## config.mk

```make
export PLATFORM = sky130hd
export DESIGN_NAME = spi_transaction_fsm_flat
export DESIGN_NICKNAME = d
export VERILOG_FILES = /design/src/rtl/spi_pkg.sv /design/src/rtl/spi_transaction_fsm_if.sv /design/src/rtl/spi_bit_counter.sv /design/src/rtl/spi_transaction_fsm.sv /design/src/flat_wrapper.sv
export SDC_FILE = /design/constraint.sdc
export NUM_CORES = 1
export LEC_CHECK = 0
export ABC_AREA = 1
export CAP_MARGIN = 20
export CORE_UTILIZATION = 50
export CTS_CLUSTER_DIAMETER = 60
export CTS_CLUSTER_SIZE = 8
export DETAILED_ROUTE_END_ITERATION = 7
export PLACE_DENSITY_LB_ADDON = 0.05
export RECOVER_POWER = 100
export SYNTH_ARGS = -nofsm -noshare
export SYNTH_HDL_FRONTEND = slang
export SYNTH_SLANG_ARGS = --single-unit
```

## constraint.sdc

```tcl
create_clock -name clk -period 1.65 [get_ports clk]
set_input_delay 0.4125 -clock clk [delete_from_list [all_inputs] [get_ports clk]]
set_output_delay 0.4125 -clock clk [all_outputs]
set_load 0.1 [all_outputs]
```

## src/rtl/spi_pkg.sv

```systemverilog
// Shared definitions for the SPI-slave transaction controller.
// Holds the state encoding, default frame geometry, R/W bit polarity and
// the Moore strobe decode used by the controller.
package spi_pkg;

  localparam int unsigned SPI_FRAME_BITS = 8;
  localparam int unsigned SPI_CNT_W      = 4;

  // Value of the R/W bit (parallel-out bit 0 after the address frame) that selects a read.
  localparam logic RW_READ = 1'b1;

  typedef enum logic [3:0] {
    ST_IDLE         = 4'd0,
    ST_GET_ADDR     = 4'd1,
    ST_ADDR_SETTLE  = 4'd2,
    ST_DECODE       = 4'd3,
    ST_READ_LOAD    = 4'd4,
    ST_READ_SHIFT   = 4'd5,
    ST_WRITE_GET    = 4'd6,
    ST_WRITE_SETTLE = 4'd7,
    ST_WRITE_COMMIT = 4'd8,
    ST_DONE         = 4'd9
  } state_e;

  // Moore strobes; everything except the shift enable is a pure function of state.
  typedef struct packed {
    logic sr_load;
    logic addr_we;
    logic dm_we;
    logic miso_oe;
    logic busy;
  } strobe_t;

  function automatic strobe_t decode_strobes(input state_e s);
    strobe_t st;
    st      = '0;
    st.busy = (s != ST_IDLE);
    case (s)
      ST_DECODE:       st.addr_we = 1'b1;
      ST_READ_LOAD:    st.sr_load = 1'b1;
      ST_READ_SHIFT:   st.miso_oe = 1'b1;
      ST_WRITE_COMMIT: st.dm_we   = 1'b1;
      default:         ;
    endcase
    return st;
  endfunction

endpackage

```

## src/rtl/spi_transaction_fsm_if.sv

```systemverilog
// Bus between the transaction controller and its neighbours.
//   cs_n, sclk_pos_edge, sclk_neg_edge : conditioned chip select / SCLK edge pulses
//   sr_lsb                             : shift-register parallel-out bit 0
//   sr_shift_en, sr_load               : shift-register strobes
//   addr_we, dm_we, miso_oe, busy      : address latch, memory, MISO buffer, status
// master: the controller. slave: the surrounding datapath / conditioners.
interface spi_transaction_fsm_if;

  logic cs_n;
  logic sclk_pos_edge;
  logic sclk_neg_edge;
  logic sr_lsb;

  logic sr_shift_en;
  logic sr_load;
  logic addr_we;
  logic dm_we;
  logic miso_oe;
  logic busy;

  modport master (
    input  cs_n, sclk_pos_edge, sclk_neg_edge, sr_lsb,
    output sr_shift_en, sr_load, addr_we, dm_we, miso_oe, busy
  );

  modport slave (
    output cs_n, sclk_pos_edge, sclk_neg_edge, sr_lsb,
    input  sr_shift_en, sr_load, addr_we, dm_we, miso_oe, busy
  );

endinterface

```

## src/rtl/spi_bit_counter.sv

```systemverilog
// Frame bit counter.
//   clk, rst_n : clock, async active-low reset
//   clear      : zero the count (wins over inc)
//   inc        : count one accepted SCLK edge
//   count      : current count
//   done       : this inc completes the frame
module spi_bit_counter
  import spi_pkg::*;
#(
  parameter int unsigned FRAME_BITS = SPI_FRAME_BITS,
  parameter int unsigned CNT_W      = SPI_CNT_W
) (
  input  logic             clk,
  input  logic             rst_n,
  input  logic             clear,
  input  logic             inc,
  output logic [CNT_W-1:0] count,
  output logic             done
);

  logic [CNT_W-1:0] count_q;
  logic [CNT_W-1:0] count_d;

  // Next count: clear has priority over increment.
  always_comb begin
    count_d = count_q;
    if (clear) begin
      count_d = '0;
    end else if (inc) begin
      count_d = count_q + CNT_W'(1);
    end
  end

  always_ff @(posedge clk or negedge rst_n) begin
    if (!rst_n) begin
      count_q <= '0;
    end else begin
      count_q <= count_d;
    end
  end

  assign count = count_q;
  assign done  = inc & (count_q == CNT_W'(FRAME_BITS - 1));

endmodule

```

## src/rtl/spi_transaction_fsm.sv

```systemverilog
// Sequencer for one SPI-slave memory transaction: an address/RW frame
// followed by a data frame that is either shifted in (write) or out (read).
//   clk, rst_n : clock, async active-low reset
//   bus        : controller side of spi_transaction_fsm_if (edge pulses and
//                sr_lsb in; shift/load/latch/memory/MISO strobes and busy out)
// Only sequencing state lives here; data stays in the shift register.
module spi_transaction_fsm
  import spi_pkg::*;
#(
  parameter int unsigned FRAME_BITS = SPI_FRAME_BITS,
  parameter int unsigned CNT_W      = SPI_CNT_W
) (
  input  logic                 clk,
  input  logic                 rst_n,
  spi_transaction_fsm_if.master bus
);

  state_e           state_q;
  state_e           state_d;
  strobe_t          strobe_q;
  logic             shift_en;
  logic             cnt_clear;
  logic             cnt_inc;
  logic             cnt_done;
  logic             cnt_room;
  logic [CNT_W-1:0] cnt;

  spi_bit_counter #(
    .FRAME_BITS (FRAME_BITS),
    .CNT_W      (CNT_W)
  ) u_bit_counter (
    .clk   (clk),
    .rst_n (rst_n),
    .clear (cnt_clear),
    .inc   (cnt_inc),
    .count (cnt),
    .done  (cnt_done)
  );

  // Keeps the counter from ever passing a full frame.
  assign cnt_room = (cnt < CNT_W'(FRAME_BITS));

  // Next-state, counter control and the Mealy shift enable.
  always_comb begin
    state_d   = state_q;
    shift_en  = 1'b0;
    cnt_clear = 1'b0;
    cnt_inc   = 1'b0;

    case (state_q)
      ST_IDLE: begin
        cnt_clear = 1'b1;
        if (!bus.cs_n) state_d = ST_GET_ADDR;
      end
      // Both inbound frames are sampled on SCLK rising edges.
      ST_GET_ADDR, ST_WRITE_GET: begin
        shift_en = bus.sclk_pos_edge;
        cnt_inc  = bus.sclk_pos_edge & cnt_room;
        if (cnt_done) begin
          state_d = (state_q == ST_GET_ADDR) ? ST_ADDR_SETTLE : ST_WRITE_SETTLE;
        end
      end
      ST_ADDR_SETTLE: begin
        state_d = ST_DECODE;
      end
      ST_DECODE: begin
        cnt_clear = 1'b1;
        state_d   = (bus.sr_lsb == RW_READ) ? ST_READ_LOAD : ST_WRITE_GET;
      end
      ST_READ_LOAD: begin
        cnt_clear = 1'b1;
        state_d   = ST_READ_SHIFT;
      end
      // Read data leaves on SCLK falling edges so the master samples it on the next rise.
      ST_READ_SHIFT: begin
        shift_en = bus.sclk_neg_edge;
        cnt_inc  = bus.sclk_neg_edge & cnt_room;
        if (cnt_done) state_d = ST_DONE;
      end
      ST_WRITE_SETTLE: begin
        state_d = ST_WRITE_COMMIT;
      end
      ST_WRITE_COMMIT: begin
        state_d = ST_DONE;
      end
      ST_DONE: begin
        state_d = ST_DONE;
      end
      default: begin
        state_d = ST_IDLE;
      end
    endcase

    // Deselect aborts from any state; nothing shifts or counts in that cycle.
    if (bus.cs_n) begin
      state_d   = ST_IDLE;
      shift_en  = 1'b0;
      cnt_inc   = 1'b0;
      cnt_clear = 1'b1;
    end
  end

  always_ff @(posedge clk or negedge rst_n) begin
    if (!rst_n) begin
      state_q <= ST_IDLE;
    end else begin
      state_q <= state_d;
    end
  end

  // Moore strobes registered from the next state so they align with state_q.
  always_ff @(posedge clk or negedge rst_n) begin
    if (!rst_n) begin
      strobe_q <= '0;
    end else begin
      strobe_q <= decode_strobes(state_d);
    end
  end

  assign bus.sr_shift_en = shift_en;
  assign bus.sr_load     = strobe_q.sr_load;
  assign bus.addr_we     = strobe_q.addr_we;
  assign bus.dm_we       = strobe_q.dm_we;
  assign bus.miso_oe     = strobe_q.miso_oe;
  assign bus.busy        = strobe_q.busy;

endmodule

```

## src/flat_wrapper.sv

```systemverilog
// flat-port wrapper written by rule: the top's interface ports become plain ports
module spi_transaction_fsm_flat import spi_pkg::*;
#(
  parameter int unsigned FRAME_BITS = SPI_FRAME_BITS,
  parameter int unsigned CNT_W      = SPI_CNT_W
)
  (clk, rst_n, bus_cs_n, bus_sclk_pos_edge, bus_sclk_neg_edge, bus_sr_lsb, bus_sr_shift_en, bus_sr_load, bus_addr_we, bus_dm_we, bus_miso_oe, bus_busy);
  spi_transaction_fsm_if bus_i ();
  input  logic clk;
  input  logic rst_n;
  input wire logic [$bits(bus_i.cs_n)-1:0] bus_cs_n;
  input wire logic [$bits(bus_i.sclk_pos_edge)-1:0] bus_sclk_pos_edge;
  input wire logic [$bits(bus_i.sclk_neg_edge)-1:0] bus_sclk_neg_edge;
  input wire logic [$bits(bus_i.sr_lsb)-1:0] bus_sr_lsb;
  output wire logic [$bits(bus_i.sr_shift_en)-1:0] bus_sr_shift_en;
  output wire logic [$bits(bus_i.sr_load)-1:0] bus_sr_load;
  output wire logic [$bits(bus_i.addr_we)-1:0] bus_addr_we;
  output wire logic [$bits(bus_i.dm_we)-1:0] bus_dm_we;
  output wire logic [$bits(bus_i.miso_oe)-1:0] bus_miso_oe;
  output wire logic [$bits(bus_i.busy)-1:0] bus_busy;
  assign bus_i.cs_n = bus_cs_n;
  assign bus_i.sclk_pos_edge = bus_sclk_pos_edge;
  assign bus_i.sclk_neg_edge = bus_sclk_neg_edge;
  assign bus_i.sr_lsb = bus_sr_lsb;
  assign bus_sr_shift_en = bus_i.sr_shift_en;
  assign bus_sr_load = bus_i.sr_load;
  assign bus_addr_we = bus_i.addr_we;
  assign bus_dm_we = bus_i.dm_we;
  assign bus_miso_oe = bus_i.miso_oe;
  assign bus_busy = bus_i.busy;
  spi_transaction_fsm #(.FRAME_BITS(FRAME_BITS), .CNT_W(CNT_W)) u_core (.clk(clk), .rst_n(rst_n), .bus(bus_i));
endmodule
```

==> reports/qor.yml <==
yosys:
  synth_top_area_share_pct: 43.41
  synth_top_area_cell: "dfrtp_1"
  yosysSeqAreaShare_pct: 43.41
  synth_edf_count: 0
  synthCells: 95
  syn_area_um2: 749.5
  synth.area.top_cells: "dfrtp_1 (43%), nand2_1 (10%), nor2_1 (6.0%), nand2_2 (5.8%), inv_1 (5.0%)"
  synth_most_common_cell: "nand2_1"
  async_flop_share_pct: 100.0
  ys.flop_type: "dfrtp_1"
  synth_area_per_cell_um2: 7.889
  ys_types: 21
  ys_warn_count: 0
  synthTopCellsByCount: "nand2_1 (20), dfrtp_1 (13), nor2_1 (12)"
  yosys_register_bits: 13
  syn-num-nets: 102
clock_tree:
  clk_latency_ns: 0.28
  clock-root-buffer: "clkbuf_4"
  cts_buffer_depth: 2
  numCtsBuffers: 3
  clk_pin_slew_worst_paths_ns: 0.08
  htree_levels: 1
  cts_tree: "built"
  ctsHoldBuffers: 0
  cts_sinks: 13
power_and_ir_drop:
  p_leak_nw: 0.5749
  p_per_area_nw_per_um2: 610.6
  peakVddDrop_mv: 0.4883
  power_w: 0.0006585
placement:
  place_inst: 129
  place_area_um2: 1022
  placement.io_buffers: 11
  dpl_worst_slack_ns: -0.1697
  hpwl_um: 1344
  gp_congestion: 0.9081
route:
  drc: 0
  via_per_inst: 5.468
  routed_wl_um: 2196
  wl_per_cell_um: 15.57
  firstDrtPassIters: 5
  drtAntennaViolNets: 0
  vias: 771
  drt_iter0_drc: 23
die:
  die_w_um: 40.72
  die_h_um: 40.72
  die-area_um2: 1658
  core_area_um2: 1350
  ios: 12
  initial_core_util_pct: 55.51
  rows: 13
worst_setup_path:
  cp.required_ns: 1.24
  r2r_start: "u_core.state_q[2]"
  setup.worst_path.class: "flip-flop to primary output"
  r2r_cells: 12
  rrSetupSlack_ns: -0.11
  crit_fanout: 5
  r2r-end: "u_core.bus.addr_we"
  critPathArrivalTime_ns: 1.47
  critPathLaunchType: "flip-flop"
  end_kind: "primary output"
timing:
  layout_min_cycle_time_ns: 1.879
  fin_worst_skew_ns: 0.0008475
  post-route-period-util_pct: 113.9
  finalHoldViolCount: 0
  setup_viol: 6
  tns_ns: -0.5942
  rsz0062_at_grt: "yes"
  worst_pin_slew_ns: 0.7160
  fmax_mhz: 532.2
  setup_ws_ns: -0.2290
  drv_slew: 0
  relSlewSlack_pct: 52.26
global_route:
  grt_first_pass_wirelength_um: 3187
  grt_overflow: 0
  grt.total_usage_pct: 30.17
  grt_pass1_vias: 705
  grt_max_degree: 14
  antenna_found_initial: 0
min_path:
  whs_path_depth: 1
  hold_end: "u_core.u_bit_counter.count[0]"
  hold_class: "flip-flop to flip-flop"
  hp-start: "u_core.u_bit_counter.count[0]"
final_layout:
  area_growth_pct: 43.91
  final_cells: 141
  drive_gt1_share_pct: 51.59
  fill_cells: 89
  nets: 134
  diodes: 0
  final_cell_area_um2: 1079
status:
  outcome: "finished, violations left"
  violations: "negative setup slack"
run:
  maxCapViolCount: 0
==> metrics by stage <==
step	util, %	hold WS (ns)
2_1_floorplan	-	0.1169
3_3_place_gp	75.72	0.4925
3_5_place_dp	75.72	0.4951
4_1_cts	83.60	0.4379
5_1_grt	79.89	0.5494
6_report	79.89	0.5160
==> registers in the layout, indices dropped and copies added (netlist names) <==
signal and count:
u_core.state_q 4, u_core.u_bit_counter.count 4, u_core.bus.addr_we 1, u_core.bus.busy 1, u_core.bus.dm_we 1, u_core.bus.miso_oe 1, u_core.bus.sr_load 1
==> metal layers <==
layer  track usage (%)  part of all wire [%]  up-vias
met3             7.065                   4.3       10
met4             11.67                   4.1        0
met5                 0                     0        -
met2             49.60                    49       35
met1             38.25                    42      360
li1                  -                     -      366
==> power by group <==
part	internal (W)	total, W	switching (W)
Clock	0.0000938	0.000202	0.000108
Combinational	0.0000490	0.000127	0.0000777
Sequential	0.000323	0.000330	0.00000684
Total	0.000466	0.000659	0.000192
==> final cells by class <==
cell class	count	area [um2]	share of cell area, %
multi-input cells	67	437.9	40.60
flip-flops and latches	13	327.8	30.39
well taps	15	18.77	1.740
inverters	15	56.30	5.220
clock buffers	4	26.28	2.436
repair buffers	27	211.5	19.61
==> critical path, stage by stage, from the launching register on <==
cell     delay [ns]
dfrtp_2        0.45
inv_2          0.07
nor2_4         0.10
nand2_2        0.09
nand2_2        0.09
nand2_2        0.06
a21oi_4        0.14
buf_12         0.18
==> placed cells by master (no fill, tap or decap), types with 2 or more instances in the layout <==
master	n
clkbuf_4	4
nand3_2	3
clkdlybuf4s50_1	4
o21ai_1	3
dfrtp_1	11
nor2_4	6
nand2_2	17
nand3_1	3
inv_2	7
clkbuf_2	4
a21oi_1	2
inv_1	8
nand2_1	10
clkbuf_1	2
buf_4	14
nor2_1	10
dfrtp_2	2
==> what timing repair did <==
item,in CTS,in global routing
hold endpoints to repair,0,0
gates resized for setup,12,5
setup buffers,6,2
pin swaps,7,2
endpoints found under the setup margin,3,11
==> cell families (layout without fill, tap and decap cells) <==
kind of cell,Yosys count,count (layout),share of synthesized area [%]
fa+ha+maj,1,1,1.669
buf+inv,15,46,7.513
simple gates,55,55,38.40
flops,13,13,43.41
compound gates,11,11,9.016
==> how the worst max path moves through the flow <==
| stage | from | end | slack [ns] | depth (start not counted) |
|---|---|---|---|---|
| 2_1_floorplan | u_core.state_q[2] | bus_sr_shift_en | -0.15 | 6 |
| 3_3_place_gp | bus_sclk_neg_edge | u_core.bus.sr_load | -0.14 | 11 |
| 3_5_place_dp | bus_sclk_neg_edge | u_core.bus.dm_we | -0.17 | 10 |
| 4_1_cts | u_core.state_q[1] | bus_sr_shift_en | -0.21 | 6 |
| 5_1_grt | u_core.state_q[3] | bus_sr_shift_en | -0.30 | 6 |
| 6_report | u_core.state_q[0] | bus_sr_shift_en | -0.23 | 7 |
Note: power is estimated with default switching activity, not from simulation.
